===== src/rtl/local_bus_arb_pkg.sv =====
// Shared types and constants for the local bus master arbiter.
package local_bus_arb_pkg;

   // Arbiter/sequencer state: arbitrate, drive command, wait for read data, complete
   typedef enum logic [1:0] {
      IDLE  = 2'd0,
      ISSUE = 2'd1,
      RWAIT = 2'd2,
      ACK   = 2'd3
   } state_t;

   // Bus direction encoding on rw_direction / req_rw
   localparam logic LB_WRITE = 1'b1;
   localparam logic LB_READ  = 1'b0;

endpackage


===== src/rtl/local_bus_rr_arbiter.sv =====
// Combinational round-robin selector: first asserted request at or above ptr, with wrap.
module local_bus_rr_arbiter
   import local_bus_arb_pkg::*;
#(
   parameter int NUM_REQ = 2,
   parameter int IDX_W   = $clog2(NUM_REQ)
) (
   input  logic [NUM_REQ-1:0] req,
   input  logic [IDX_W-1:0]   ptr,
   output logic [IDX_W-1:0]   grant_idx,
   output logic               grant_valid
);

   logic [IDX_W:0] cand;

   // Scan offsets from far to near so the nearest requester above ptr wins
   always_comb begin
      grant_idx   = '0;
      grant_valid = 1'b0;
      cand        = '0;
      for (int i = NUM_REQ - 1; i >= 0; i--) begin
         cand = {1'b0, ptr} + (IDX_W + 1)'(i);
         if (cand >= (IDX_W + 1)'(NUM_REQ)) begin
            cand = cand - (IDX_W + 1)'(NUM_REQ);
         end
         if (req[cand[IDX_W-1:0]]) begin
            grant_idx   = cand[IDX_W-1:0];
            grant_valid = 1'b1;
         end
      end
   end

endmodule


===== src/rtl/local_bus_master_arbiter.sv =====
// Shares one local bus master port between NUM_REQ requesters: round-robin
// arbitration, one command per grant, bounded wait for read data, and a
// one-cycle completion pulse back to the granted requester.
module local_bus_master_arbiter
   import local_bus_arb_pkg::*;
#(
   parameter int NUM_REQ = 2,
   parameter int ADDR_W  = 16,
   parameter int DATA_W  = 16,
   parameter int TIMEOUT = 64
) (
   input  logic                      clk,
   input  logic                      reset,
   input  logic [NUM_REQ-1:0]        req,
   input  logic [NUM_REQ-1:0]        req_rw,
   input  logic [NUM_REQ*ADDR_W-1:0] req_addr,
   input  logic [NUM_REQ*DATA_W-1:0] req_wdata,
   output logic [NUM_REQ-1:0]        ack,
   output logic [DATA_W-1:0]         ack_rdata,
   output logic                      ack_err,
   output logic                      busy,
   output logic                      addr_en,
   output logic [ADDR_W-1:0]         addr,
   output logic                      rw_direction,
   output logic [DATA_W-1:0]         wdata,
   input  logic [DATA_W-1:0]         rdata,
   input  logic                      rvalid
);

   localparam int IDX_W = $clog2(NUM_REQ);
   localparam int CNT_W = $clog2(TIMEOUT);

   state_t state_reg, state_next;

   // Transaction latched at grant time
   logic [IDX_W-1:0]  win_idx_reg;
   logic              win_rw_reg;
   logic [ADDR_W-1:0] win_addr_reg;
   logic [IDX_W-1:0]  ptr_reg;
   logic [CNT_W-1:0]  cnt_reg;

   // Registered outputs and their next values
   logic [NUM_REQ-1:0] ack_reg, ack_next;
   logic [DATA_W-1:0]  ack_rdata_reg, ack_rdata_next;
   logic               ack_err_reg, ack_err_next;
   logic               busy_reg, busy_next;
   logic               addr_en_reg, addr_en_next;
   logic [ADDR_W-1:0]  addr_reg, addr_next;
   logic               rw_reg, rw_next;
   logic [DATA_W-1:0]  wdata_reg, wdata_next;

   logic [IDX_W-1:0]  grant_idx;
   logic              grant_valid;
   logic              timeout_hit;

   logic [ADDR_W-1:0] addr_arr  [NUM_REQ];
   logic [DATA_W-1:0] wdata_arr [NUM_REQ];

   for (genvar gi = 0; gi < NUM_REQ; gi++) begin : g_unpack
      assign addr_arr[gi]  = req_addr[gi*ADDR_W +: ADDR_W];
      assign wdata_arr[gi] = req_wdata[gi*DATA_W +: DATA_W];
   end

   local_bus_rr_arbiter #(
      .NUM_REQ (NUM_REQ),
      .IDX_W   (IDX_W)
   ) u_rr (
      .req         (req),
      .ptr         (ptr_reg),
      .grant_idx   (grant_idx),
      .grant_valid (grant_valid)
   );

   assign timeout_hit = (cnt_reg == CNT_W'(TIMEOUT - 1));

   // State register
   always_ff @(posedge clk or posedge reset) begin
      if (reset) begin
         state_reg <= IDLE;
      end else begin
         state_reg <= state_next;
      end
   end

   // Next-state: requests only matter in IDLE; rvalid takes priority over the final count
   always_comb begin
      state_next = state_reg;
      case (state_reg)
         IDLE:    if (grant_valid) state_next = ISSUE;
         ISSUE:   state_next = (win_rw_reg == LB_WRITE) ? ACK : RWAIT;
         RWAIT:   if (rvalid || timeout_hit) state_next = ACK;
         ACK:     state_next = IDLE;
         default: state_next = IDLE;
      endcase
   end

   // Output values for the upcoming state; registered below so every output is a flop
   always_comb begin
      ack_next       = '0;
      ack_rdata_next = '0;
      ack_err_next   = 1'b0;
      addr_en_next   = 1'b0;
      addr_next      = '0;
      rw_next        = 1'b0;
      wdata_next     = '0;
      busy_next      = (state_next != IDLE);
      case (state_next)
         ISSUE: begin
            // ISSUE is only entered from IDLE, so the arbiter output is the winner
            addr_en_next = 1'b1;
            addr_next    = addr_arr[grant_idx];
            rw_next      = req_rw[grant_idx];
            wdata_next   = wdata_arr[grant_idx];
         end
         RWAIT: begin
            addr_next = win_addr_reg;
            rw_next   = win_rw_reg;
         end
         ACK: begin
            ack_next[win_idx_reg] = 1'b1;
            if (state_reg == RWAIT) begin
               ack_rdata_next = rvalid ? rdata : '0;
               ack_err_next   = ~rvalid;
            end
         end
         default: begin
         end
      endcase
   end

   // Output registers
   always_ff @(posedge clk or posedge reset) begin
      if (reset) begin
         ack_reg       <= '0;
         ack_rdata_reg <= '0;
         ack_err_reg   <= 1'b0;
         busy_reg      <= 1'b0;
         addr_en_reg   <= 1'b0;
         addr_reg      <= '0;
         rw_reg        <= 1'b0;
         wdata_reg     <= '0;
      end else begin
         ack_reg       <= ack_next;
         ack_rdata_reg <= ack_rdata_next;
         ack_err_reg   <= ack_err_next;
         busy_reg      <= busy_next;
         addr_en_reg   <= addr_en_next;
         addr_reg      <= addr_next;
         rw_reg        <= rw_next;
         wdata_reg     <= wdata_next;
      end
   end

   // Latch the winner and advance the rotation; run the read-wait counter
   always_ff @(posedge clk or posedge reset) begin
      if (reset) begin
         win_idx_reg  <= '0;
         win_rw_reg   <= 1'b0;
         win_addr_reg <= '0;
         ptr_reg      <= '0;
         cnt_reg      <= '0;
      end else begin
         if (state_reg == IDLE && grant_valid) begin
            win_idx_reg  <= grant_idx;
            win_rw_reg   <= req_rw[grant_idx];
            win_addr_reg <= addr_arr[grant_idx];
            ptr_reg      <= (grant_idx == IDX_W'(NUM_REQ - 1)) ? '0 : grant_idx + IDX_W'(1);
         end
         if (state_reg == ISSUE) begin
            cnt_reg <= '0;
         end else if (state_reg == RWAIT) begin
            cnt_reg <= cnt_reg + CNT_W'(1);
         end
      end
   end

   assign ack          = ack_reg;
   assign ack_rdata    = ack_rdata_reg;
   assign ack_err      = ack_err_reg;
   assign busy         = busy_reg;
   assign addr_en      = addr_en_reg;
   assign addr         = addr_reg;
   assign rw_direction = rw_reg;
   assign wdata        = wdata_reg;

endmodule


===== config.mk =====
export PLATFORM = sky130hd
export DESIGN_NAME = local_bus_master_arbiter
export DESIGN_NICKNAME = d
export VERILOG_FILES = /design/src/rtl/local_bus_arb_pkg.sv /design/src/rtl/local_bus_rr_arbiter.sv /design/src/rtl/local_bus_master_arbiter.sv
export SDC_FILE = /design/constraint.sdc
export NUM_CORES = 1
export LEC_CHECK = 0
export ABC_AREA = 1
export CORE_AREA = 2 2 91 93
export CTS_CLUSTER_DIAMETER = 100
export DETAILED_ROUTE_END_ITERATION = 8
export DIE_AREA = 0 0 93 95
export GPL_TIMING_DRIVEN = 0
export PLACE_DENSITY = 0.84
export SYNTH_ARGS = -nofsm -noshare
export SYNTH_HDL_FRONTEND = slang
export SYNTH_SLANG_ARGS = --single-unit

===== constraint.sdc =====
create_clock -name clk -period 6.1 [get_ports clk]
set_clock_uncertainty 0.15 [all_clocks]
set_input_delay 1.22 -clock clk [delete_from_list [all_inputs] [get_ports clk]]
set_output_delay 1.22 -clock clk [all_outputs]
set_load 0.02 [all_outputs]

==> results summary, run 1 <==
TritonCTS built the clock tree. The global placement routability congestion came out at ~0.78. The detailed-routing iteration count for the pre-antenna-repair pass is 4. The total routing resource utilization after global routing came out at 0.2179.

The number of antenna-violating nets in the routed design came out at 0. At the worst endpoint, the required time is slightly above 6000 ps. The final hold violation count came out at 0. The part of the power in combinational logic came out at 0.491. The critical path is of the primary input to register type.

The number of top-level design ports is between 100 and 150. The area growth from synthesis to layout is 48.36%. The cell family contributing the most delay on the critical path is buffers and inverters. For the pin with the worst max-slew slack, the measured transition is 517.5 ps.

The total power density per cell area came out at between 400 and 500 nW/um^2. Setup slack closes at between 2000 and 3000 ps. The first routing iteration left approximately 120 violations. The shortest clock period the worst path allows after layout came out at 3410 ps. The HPWL after detailed placement is 6983 microns. On the critical path, the stage with the largest delay is an instance of clkdlybuf4s50_1. The CTS clock-pin slew for the worst setup and hold paths is 90 ps. The number of nets at the end of the flow came out at ~670. The final routed DRC violation total came out at 0. The cell row count is 33. The final route contains approximately 3300 vias. The count of maximum capacitance violations is 0. The post-synthesis cell area is 3591 sq um. In this run the worst path has a maximum fanout of 10. The starting density of the core came out at 0.4530. The H-tree was split into 3 levels. The static leakage power is roughly 2.7 nW. The hold-fix buffer count after cts came out at 0.

In this run the power spent charging and discharging nets is 0.0009342 W. In this run the tightest slew margin relative to its limit is 0.6550. Of the available clock period, the critical path in the final layout requires 0.5590. The synthesized instance count came out at 418.

The setup-violating endpoint count in the final report is 0. The number of pins exceeding their max-slew limit in the final report came to 0. The total of buffers placed on input and output ports came out at 140.

Once placement finished, the instance area stood at 5154 sq um. The fraction of final layout cells with drive strength greater than 1 is 0.05913. The number of buffers created by CTS is 9.

During synthesis, Yosys emitted a total of 0 warnings. The number of antenna cells inserted came out at 0. The worst path buffer plus inverter count came out at 4. OpenSTA, run right after detailed placement, puts the worst setup slack at 2368 ps. The via count of the first global-routing pass is 3304.

Of the total power, registers draw 0.352. The worst-case IR drop observed on VDD is between 0.15 and 0.2 mV. The largest stage delay on the critical path is 560 ps. After clock tree synthesis, the repair step resized 0 gates. The routed design has 9398 microns of wire. Measured along the y axis, the die boundary spans 95 microns. The setup TNS came out at 0 ps. The highest clock frequency the design can meet is 293.3 MHz.

The min-delay analysis places its worst path in the category register to register. The category of the worst setup path capture point is a register. The first global-routing pass estimated roughly 15000 microns of wire. The layout filler cell count came out at roughly 630. Walking the worst path, the cells encountered are clkdlybuf4s50_1 > buf_6 > nor2_1 > nand3_1 > nand2_1 > ha_1 > buf_1 > clkbuf_1 > a21oi_1. The clock insertion delay at the later pin of the skew report is about 350 ps. The overall die area is between 8000 and 9000 sq um. The area of the placeable core came out at ~7900 sq um. The post-synthesis cell type count came out at 22. The worst setup path is launched from a primary input. The horizontal die dimension came out at 93 microns. The flow ran to the end, and the final reports show no timing, DRC or antenna violations.

The net count after synthesis came out at 514. The total non-filler cell area in the finished layout came out at 5328 sq um. The cell at the root of the clock tree is clkbuf_8. Of the total power, the clock network draws 0.157. Of the synthesized area, sequential elements account for 0.5645. The synthesis-stage register bit count came out at 81. In the routed layout, each cell is associated on average with a via count of 4.849. The internal power component came out at 0.001278 W. The number of sinks handled by clock tree synthesis came out at 81. The arrival time of data at the critical path endpoint is 3470 ps.

The average instance in the mapped netlist occupies between 8 and 9 sq um. The sum of overflow across all layers after global routing came out at 0. The maximum number of buffers from clock root to sink came out at 2. Once the clock tree was built, the setup fixing pass inserted 0 buffers. The switching share of power is 0.4223. Setup repair after global routing left no endpoint under its margin. The number of antenna violations at the first check in global routing is 0. Entering global routing, the biggest net connects 59 pins. The routed length per instance is 13.82 microns.
final cells by class:
class / count / area [sq um] / share of cell area
multi-input combinational: 255 / 1201 / 0.2255
timing repair buffer: 141 / 1429 / 0.2682
sequential: 81 / 2027 / 0.3805
clock inverter: 4 / 28.78 / 0.005402
tap: 105 / 131.4 / 0.02466
clock buffer: 12 / 145.1 / 0.02724
buffer: 17 / 118.9 / 0.02231
inverter: 65 / 246.5 / 0.04627
final timing paths:
kind,cells after the start,end,slack (ps),from
max,9,rw_direction,2690,req[1]
min reg2reg,1,ack[0],330,win_idx_reg
max in group asynchronous,3,win_addr_reg[1],4180,reset
min,1,ack[0],330,win_idx_reg
min in group asynchronous,2,ack_rdata[11],1050,reset
max reg2reg,10,rw_direction,3480,cnt_reg[0]
synth_stat cells:
cell type / instances / area (sq um)
nand2_4: 2 / 22.52
a21oi_1: 21 / 105.1
o21ai_4: 1 / 16.27
buf_4: 1 / 7.510
o21ai_1: 5 / 25.02
clkbuf_1: 4 / 15.01
inv_2: 2 / 7.510
buf_2: 5 / 25.02
nand4_1: 1 / 6.260
buf_6: 6 / 67.56
nor3_1: 2 / 10.01
nor2_1: 57 / 214.0
inv_1: 63 / 236.5
buf_1: 1 / 3.750
mux2i_1: 1 / 10.01
dfrtp_1: 81 / 2027
nand2_1: 84 / 315.3
or2_2: 1 / 6.260
nand3_1: 56 / 280.3
ha_1: 9 / 112.6
o21a_1: 1 / 7.510
o21ai_0: 14 / 70.07
power groups by stage:
stage,clock network [W],registers (W),logic [W]
4_1_cts,0.000355,0.000778,0.00108
3_3_place_gp,0,0.000778,0.00103
3_5_place_dp,0,0.000786,0.00108
5_1_grt,0.000381,0.000793,0.00121
2_1_floorplan,0,0.000857,0.000596
6_report,0.000347,0.000779,0.00109
cell families (layout without fill, tap and decap cells):
group,after synthesis,in the layout,share of synthesized area
simple gates,203,203,0.2380
fa+ha+maj,9,9,0.03136
buf+inv,82,239,0.1010
mux,1,1,0.002788
compound gates,42,42,0.06237
flops,81,81,0.5645
routing by layer:
metal,wire (microns),track usage,vias to the layer above,share of wire
li1,-,-,1593,-
met1,3654,0.2571,1551,0.39
met2,4934,0.3913,134,0.53
met3,578,0.03113,19,0.062
met4,230,0.1054,0,0.024
met5,0,0,-,0
worst reg2reg max path, stage by stage (launching register included):
cell and delay (ps):
dfrtp_1 390, ha_1 210, nand3_1 80, o21ai_0 150, nand2_1 90, nand2_1 70, nand2_1 70, ha_1 290
buf_1 380, clkbuf_1 470, a21oi_1 130
cell usage in the layout (no fill, tap or decap):
master,n
o21ai_4,1
o21ai_1,5
buf_1,1
clkdlybuf4s50_1,140
buf_4,1
clkinv_2,1
clkbuf_8,10
buf_2,5
nand3_1,56
inv_1,62
buf_6,6
a21oi_1,21
or2_2,1
clkinvlp_4,2
nand4_1,1
clkbuf_1,6
ha_1,9
inv_4,1
o21a_1,1
buf_16,1
o21ai_0,14
nor2_1,57
inv_2,2
nand2_4,2
nor3_1,2
nand2_1,84
clkinv_4,1
dfrtp_1,81
mux2i_1,1
stage by stage:
step / utilization / instances / total power (W) / hold WS (ps)
floorplan: - / 418 / 0.001453 / 271.7
global placement: 0.6463 / 663 / 0.001809 / 312.2
detailed placement: 0.6501 / 664 / 0.001867 / 316.7
CTS: 0.6720 / 680 / 0.002216 / 334.5
global route: 0.6720 / 680 / 0.002383 / 359.4
finish: 0.6720 / 680 / 0.002212 / 330.2
(Power assumes the default switching activity.)
==> run 2: changes to the inputs <==
CORE_AREA = 2 2 99 101   (was 2 2 91 93)
DIE_AREA = 0 0 101 103   (was 0 0 93 95)
PLACE_DENSITY = 0.75   (was 0.84)
clock period = 3 ns   (was 6.1 ns; I/O delays follow)
==> run 2 against run 1 <==
Flip-flop and latch count unchanged. Critical path depth unchanged. Final area is 0.21% higher. Final cell count up 1.3%. Clock power up 110%. Power increased by 100%. Count of clock-buffer cells in the layout down 1. Sequential share of layout area is 0.080 points lower. Sequential power rose by 100%. First-iteration DRC count is 44% higher.
==> results summary, run 2 (synthesized netlist as in run 1, its figures left out) <==
Run status: finished clean (unchanged). The number of design-rule violations left by the first detailed-router iteration is 168 (was 117). The worst slew slack as a fraction of its limit came out at 0.6508 (was 0.6550). The number of buffers created by CTS came out at 9 (unchanged). The die extent in y came out at 103 microns (was 95 microns). The fraction of final layout cells with drive strength greater than 1 is 0.06261 (was 0.05913). The depth of the CTS H-tree was 3 (unchanged). The worst hold-check path type is register to register (unchanged). The TritonCTS clock tree is built (unchanged). The number of antenna-violating nets in the routed design is 0 (unchanged). The number of antenna violations at the first check in global routing is 0 (unchanged).

The number of nets at the end of the flow came to 666 (unchanged). The wire length of the first global-routing pass came out at 14840 microns (was 14990 microns). The final routed DRC violation total came to 0 (unchanged). The global placement routability congestion came out at 0.8151 (was 0.7786). The routed length per instance is 13.51 microns (was 13.82 microns). The layout filler cell count is 878 (was 634). The startpoint type of the worst setup path is a primary input (unchanged). The worst setup slack after layout is 301.8 ps (was 2690 ps). The most common library cell in the layout ignoring fill and taps is clkdlybuf4s50_1 (unchanged).

The non-filler instance count after layout was 689 (was 680). The detailed-placement wirelength estimate was 6763 microns (was 6983 microns). The final hold violation count came out at 0 (unchanged). The number of antenna cells inserted came out at 0 (unchanged). The overall die area came to 10400 sq um (was 8835 sq um).

The pre-CTS worst setup slack came out at -44.02 ps (was 2368 ps). The maximum number of buffers from clock root to sink is 2 (unchanged). The cell at the root of the clock tree is clkbuf_8 (unchanged).

The post-CTS setup buffer count was 0 (unchanged). The worst setup path category is primary input to register (unchanged). The area overhead of the layout relative to synthesis is 48.68% (was 48.36%). The instance area after placement is 5157 sq um (was 5154 sq um).

The hold-fix buffer count after cts is 0 (unchanged). The mean number of vias per cell is 4.766 (was 4.849). The pin slew with the least headroom to its limit came out at 523.8 ps (was 517.5 ps). The maximum number of pins on one net before global-route repair came out at 43 (was 59). The peak ir drop on the vdd network came out at 0.2901 mV (was 0.1811 mV). The total wire length is 9309 microns (was 9398 microns).

The setup-violating endpoint count in the final report was 0 (unchanged). The horizontal die dimension came out at 101 microns (was 93 microns). Unrepaired setup endpoints after global routing: false (unchanged). The total of buffers placed on input and output ports was 140 (unchanged).

The clock insertion delay at the later pin of the skew report was 340 ps (was 350 ps). The sum of overflow across all layers after global routing came out at 0 (unchanged). The count of placed standard cells including taps came to 673 (was 664). The total non-filler cell area in the finished layout is 5339 sq um (was 5328 sq um). The area of the placeable core is 9459 sq um (was 7928 sq um). The total power draw is 0.004481 W (was 0.002212 W). The shortest clock period the worst path allows after layout came out at between 2000 and 3000 ps.

The required arrival time at the worst endpoint came to 3050 ps (was 6160 ps). The starting density of the core was 0.3796 (was 0.4530). The via count of the first global-routing pass is 3257 (was 3304). The count of maximum capacitance violations is 0 (unchanged).

The total power density per cell area came out at 839.3 nW/um^2 (was 415.2 nW/um^2). The total routing resource utilization after global routing came out at 0.1806 (was 0.2179). Of the available clock period, the critical path in the final layout requires 0.8994. The CTS clock-pin slew for the worst setup and hold paths was 80 ps (was 90 ps). The depth of the worst register-to-register path came out at 10 (unchanged). The number of pins exceeding their max-slew limit in the final report is 0 (unchanged).

Most used cells in the layout excluding fill and tap cells: clkdlybuf4s50_1 (140), nand2_1 (84), dfrtp_1 (81) (unchanged). The category of the worst setup path capture point is a register (unchanged). The detailed-routing iteration count for the pre-antenna-repair pass came to 5 (was 4). The highest clock frequency the design can meet came out at 370.6 MHz.

The cell row count came out at 36 (was 33). The worst hold path cell count came out at 1 (unchanged). The number of top-level design ports is 141 (unchanged). The static leakage power is 2.670 nW (was 2.665 nW).

The post-cts gate resize count is 0 (unchanged). The maximum fanout count along the critical path is 10 (unchanged). The total number of vias came out at 3284 (was 3297). The arrival time of data at the critical path endpoint is 2750 ps (was 3470 ps). The number of sinks handled by clock tree synthesis came out at 81 (unchanged).
## run 2: changes by cell type in the layout (fill, tap and decap cells not counted), sizes merged
| cell | change |
|---|---|
| clkbuf | -1 |
| clkinv | +1 |
## run 2: stage by stage
step	hold WS, ps	TNS [ps]	util
floorplan	271.7	0	-
global placement	312.4	-88630	0.5429
detailed placement	315.7	-438.8	0.5452
CTS	328.0	0	0.5644
global route	354.7	0	0.5644
finish	325.4	0	0.5644
## run 2: area by class of cell
cell class                 instances  area, sq um  area share
buffer                            17        118.9     0.02226
clock buffer                      11        151.4     0.02836
clock inverter                     5        30.03    0.005625
inverter                          65        246.5     0.04617
multi-input combinational        255         1201      0.2250
sequential                        81         2027      0.3797
tap                              114        142.6     0.02672
timing repair buffer             141         1421      0.2662
## run 2: power by group
part / internal, W / total (W) / leakage (nW) / switching (W)
Clock: 0.000342 / 0.000731 / 0.0911 / 0.000389
Combinational: 0.000844 / 0.00218 / 1.51 / 0.00133
Sequential: 0.00143 / 0.00157 / 1.07 / 0.000144
Total: 0.00261 / 0.00448 / 2.67 / 0.00187
## run 2: path summary, 6_finish.rpt
check	startpoint	to	slack [ps]
min in group asynchronous	reset	ack_rdata[12]	500
hold reg to reg	win_idx_reg	ack[0]	330
max in group asynchronous	reset	busy	1580
hold / removal	win_idx_reg	ack[0]	330
setup reg to reg	cnt_reg[0]	addr[9]	470
setup / recovery	req[1]	addr[9]	300
## run 2: layer usage
layer | part of all wire | wire length (microns) | up-vias | global-route usage
met5 | 0 | 0 | - | 0
met4 | 0.012 | 109 | 0 | 0.06237
met3 | 0.064 | 598 | 12 | 0.03390
met2 | 0.50 | 4655 | 123 | 0.3179
met1 | 0.42 | 3945 | 1555 | 0.2239
li1 | - | - | 1594 | -
## run 2: worst max-delay path: stages
cell	delay [ps]
clkdlybuf4s50_1	540
buf_6	180
nor2_1	60
nand3_1	90
nand2_1	80
ha_1	270
buf_1	350
clkbuf_1	460
a21oi_1	100
==> run 3: changes to the inputs <==
clock period = 2.45 ns   (was 3 ns; I/O delays follow)
==> run 3 against run 2 <==
Register-to-register slack lost 260 ps. Non-clock buffer count shrank 2. Setup slack lost 120 ps. Largest power group unchanged. Via count shrank 0.21%. Final cell count shrank 0.29%. Critical endpoint is now ack_rdata[7]. Global-route usage grew 0.28 points. Sequential power grew 23%. First-iteration DRC count shrank 37%. Sequential share of layout area shrank 0.27 points. Largest cell class unchanged.
==> results summary, run 3 (synthesized netlist as in run 1, its figures left out) <==
The clock insertion delay at the later pin of the skew report was 340 ps (about the same). The count of maximum capacitance violations came to 0 (unchanged). The area of the placeable core came out at 9459 sq um (unchanged).

The number of buffers created by CTS is 9 (unchanged). The post-CTS setup buffer count came out at 0 (unchanged). The setup TNS is 0 ps (unchanged). The highest clock frequency the design can meet is ~440 MHz. The maximum number of pins on one net before global-route repair is 42 (was 43). The mean number of vias per cell came out at 4.770 (was 4.766). The internal power component was 0.003338 W (was 0.002613 W).

The sum of overflow across all layers after global routing is 0 (unchanged). The number of antenna cells inserted is 0 (unchanged). The worst hold-check path type is register to register (unchanged). The static leakage power came out at 2.674 nW (was 2.670 nW). The number of pins exceeding their max-slew limit in the final report came to 0 (unchanged). The pin slew with the least headroom to its limit came out at 922.2 ps (was 523.8 ps). The hold-fix buffer count after cts is 0 (unchanged).

The total net switching power came out at 0.002332 W (was 0.001868 W). The routed length per instance came out at 13.78 microns (was 13.51 microns). The total number of vias is 3277 (was 3284). The wire length of the first global-routing pass is 14910 microns (was 14840 microns). The cell at the root of the clock tree is clkbuf_8 (unchanged). The number of antenna-violating nets in the routed design came to 0 (unchanged). The area overhead of the layout relative to synthesis is 49.76% (was 48.68%). The utilization after layout came out at 0.5685 (was 0.5644).

The required arrival time at the worst endpoint came out at 2570 ps (was 3050 ps). The depth of the CTS H-tree is 3 (unchanged). The worst slew slack as a fraction of its limit is 0.3839 (was 0.6508). The via count of the first global-routing pass came to 3198 (was 3257).

The detailed-placement wirelength estimate was 6901 microns (was 6763 microns). The number of antenna violations at the first check in global routing came out at 0 (unchanged). The category of the worst setup path capture point is a register (unchanged). The overall die area came out at 10400 sq um (unchanged). The maximum fanout count along the critical path is 10 (unchanged). The horizontal die dimension came out at 101 microns (unchanged). The final hold violation count is 0 (unchanged).

The setup-violating endpoint count in the final report came out at 0 (unchanged). The die extent in y is 103 microns (unchanged). The starting density of the core came out at 0.3796 (unchanged).

The total power density per cell area is 1054 nW/um^2 (was 839.3 nW/um^2). The total wire length came out at 9470 microns (was 9309 microns). Most used cells in the layout excluding fill and tap cells: clkdlybuf4s50_1 (140), nand2_1 (84), dfrtp_1 (81) (unchanged). The maximum number of buffers from clock root to sink came out at 2 (unchanged). The shortest clock period the worst path allows after layout is between 2000 and 2500 ps. The cell row count came to 36 (unchanged). The peak ir drop on the vdd network came out at 0.4269 mV (was 0.2901 mV). The share of the clock period used by the worst path is 0.9261. The total power draw is 0.005670 W (was 0.004481 W).

The arrival time of data at the critical path endpoint came out at 2390 ps (was 2750 ps). The total of buffers placed on input and output ports came to 140 (unchanged). The CTS clock-pin slew for the worst setup and hold paths came out at 90 ps (was 80 ps). The switching share of power came out at 0.4113 (was 0.4170). The final routed DRC violation total is 0 (unchanged).

The number of design-rule violations left by the first detailed-router iteration came out at 106 (was 168). Unrepaired setup endpoints after global routing: false (unchanged). The clock group share of total power is 0.172 (was 0.163). The detailed-routing iteration count for the pre-antenna-repair pass came out at 4 (was 5). The part of the power in combinational logic is 0.487 (was 0.486). The global placement routability congestion is 0.8640 (was 0.8151).

The worst setup path category is primary input to register (unchanged). The fraction of final layout cells with drive strength greater than 1 came out at 0.07330 (was 0.06261). The number of top-level design ports came out at 141 (unchanged). The number of sinks handled by clock tree synthesis is 81 (unchanged). Run status: finished clean (unchanged). The startpoint type of the worst setup path was a primary input (unchanged).

The number of nets at the end of the flow came out at 664 (was 666). The most common library cell in the layout ignoring fill and taps is clkdlybuf4s50_1 (unchanged). The TritonCTS clock tree is built (unchanged). The total routing resource utilization after global routing came out at 0.1834 (was 0.1806). The sequential fraction of design power is 0.341 (was 0.351).
==> run 3: final cells by class <==
cell class	count	area (sq um)
Buffer	15	117.6
Clock buffer	11	141.4
Clock inverter	5	55.05
Fill cell	850	4081
Inverter	65	247.7
Multi-Input combinational cell	255	1225
Sequential cell	81	2027
Tap cell	114	142.6
Timing Repair Buffer	141	1421
==> run 3: critical path, stage by stage <==
cell,delay (ps)
clkdlybuf4s50_1,550
buf_6,180
nor2_1,60
nand3_1,100
inv_1,50
a21oi_2,190
ha_1,260
nand3_2,170
buf_2,220
nor2_1,120
==> run 3: path summary, 6_finish.rpt <==
path,start,endpoint,slack [ps],cells past startpoint
worst max-delay path,req[1],ack_rdata[7],180,10
worst min-delay path,win_idx_reg,ack[0],330,1
worst max register to register,state_reg[1],addr[11],210,9
worst min register to register,win_idx_reg,ack[0],330,1
max in group asynchronous,reset,win_addr_reg[8],930,3
min in group asynchronous,reset,ack_rdata[9],530,2
==> run 3: through the flow <==
stage          hold WS [ps]  worst slack, ps  cell area (sq um)  cells
6_report              332.3            181.2               5378    687
3_5_place_dp          316.8           -483.0               5159    673
5_1_grt               359.9            31.49               5378    687
4_1_cts               334.9            11.52               5364    689
3_3_place_gp          311.4           -449.0               5139    672
2_1_floorplan         271.7            400.4               3595    418
==> run 3: timing repair <==
item / CTS / global route
gates cloned: 0 / 0
endpoints found under the setup margin: 25 / 36
pin swaps: 1 / 0
resized for setup: 5 / 5
==> run 3: power by group through the flow <==
| stage | Combinational, W | Sequential, W | Clock [W] |
|---|---|---|---|
| floorplan | 0.00148 | 0.00213 | 0 |
| global placement | 0.00259 | 0.00194 | 0 |
| detailed placement | 0.00267 | 0.00195 | 0 |
| CTS | 0.00272 | 0.00193 | 0.00100 |
| global route | 0.00309 | 0.00197 | 0.00106 |
| finish | 0.00276 | 0.00193 | 0.000977 |
==> run 3: per-layer routing <==
| layer | vias up | GRT usage | share of wire |
|---|---|---|---|
| met5 | - | 0 | 0 |
| met4 | 0 | 0.05925 | 0.0050 |
| met3 | 4 | 0.03458 | 0.067 |
| met2 | 123 | 0.3210 | 0.50 |
| met1 | 1553 | 0.2305 | 0.42 |
| li1 | 1597 | - | - |
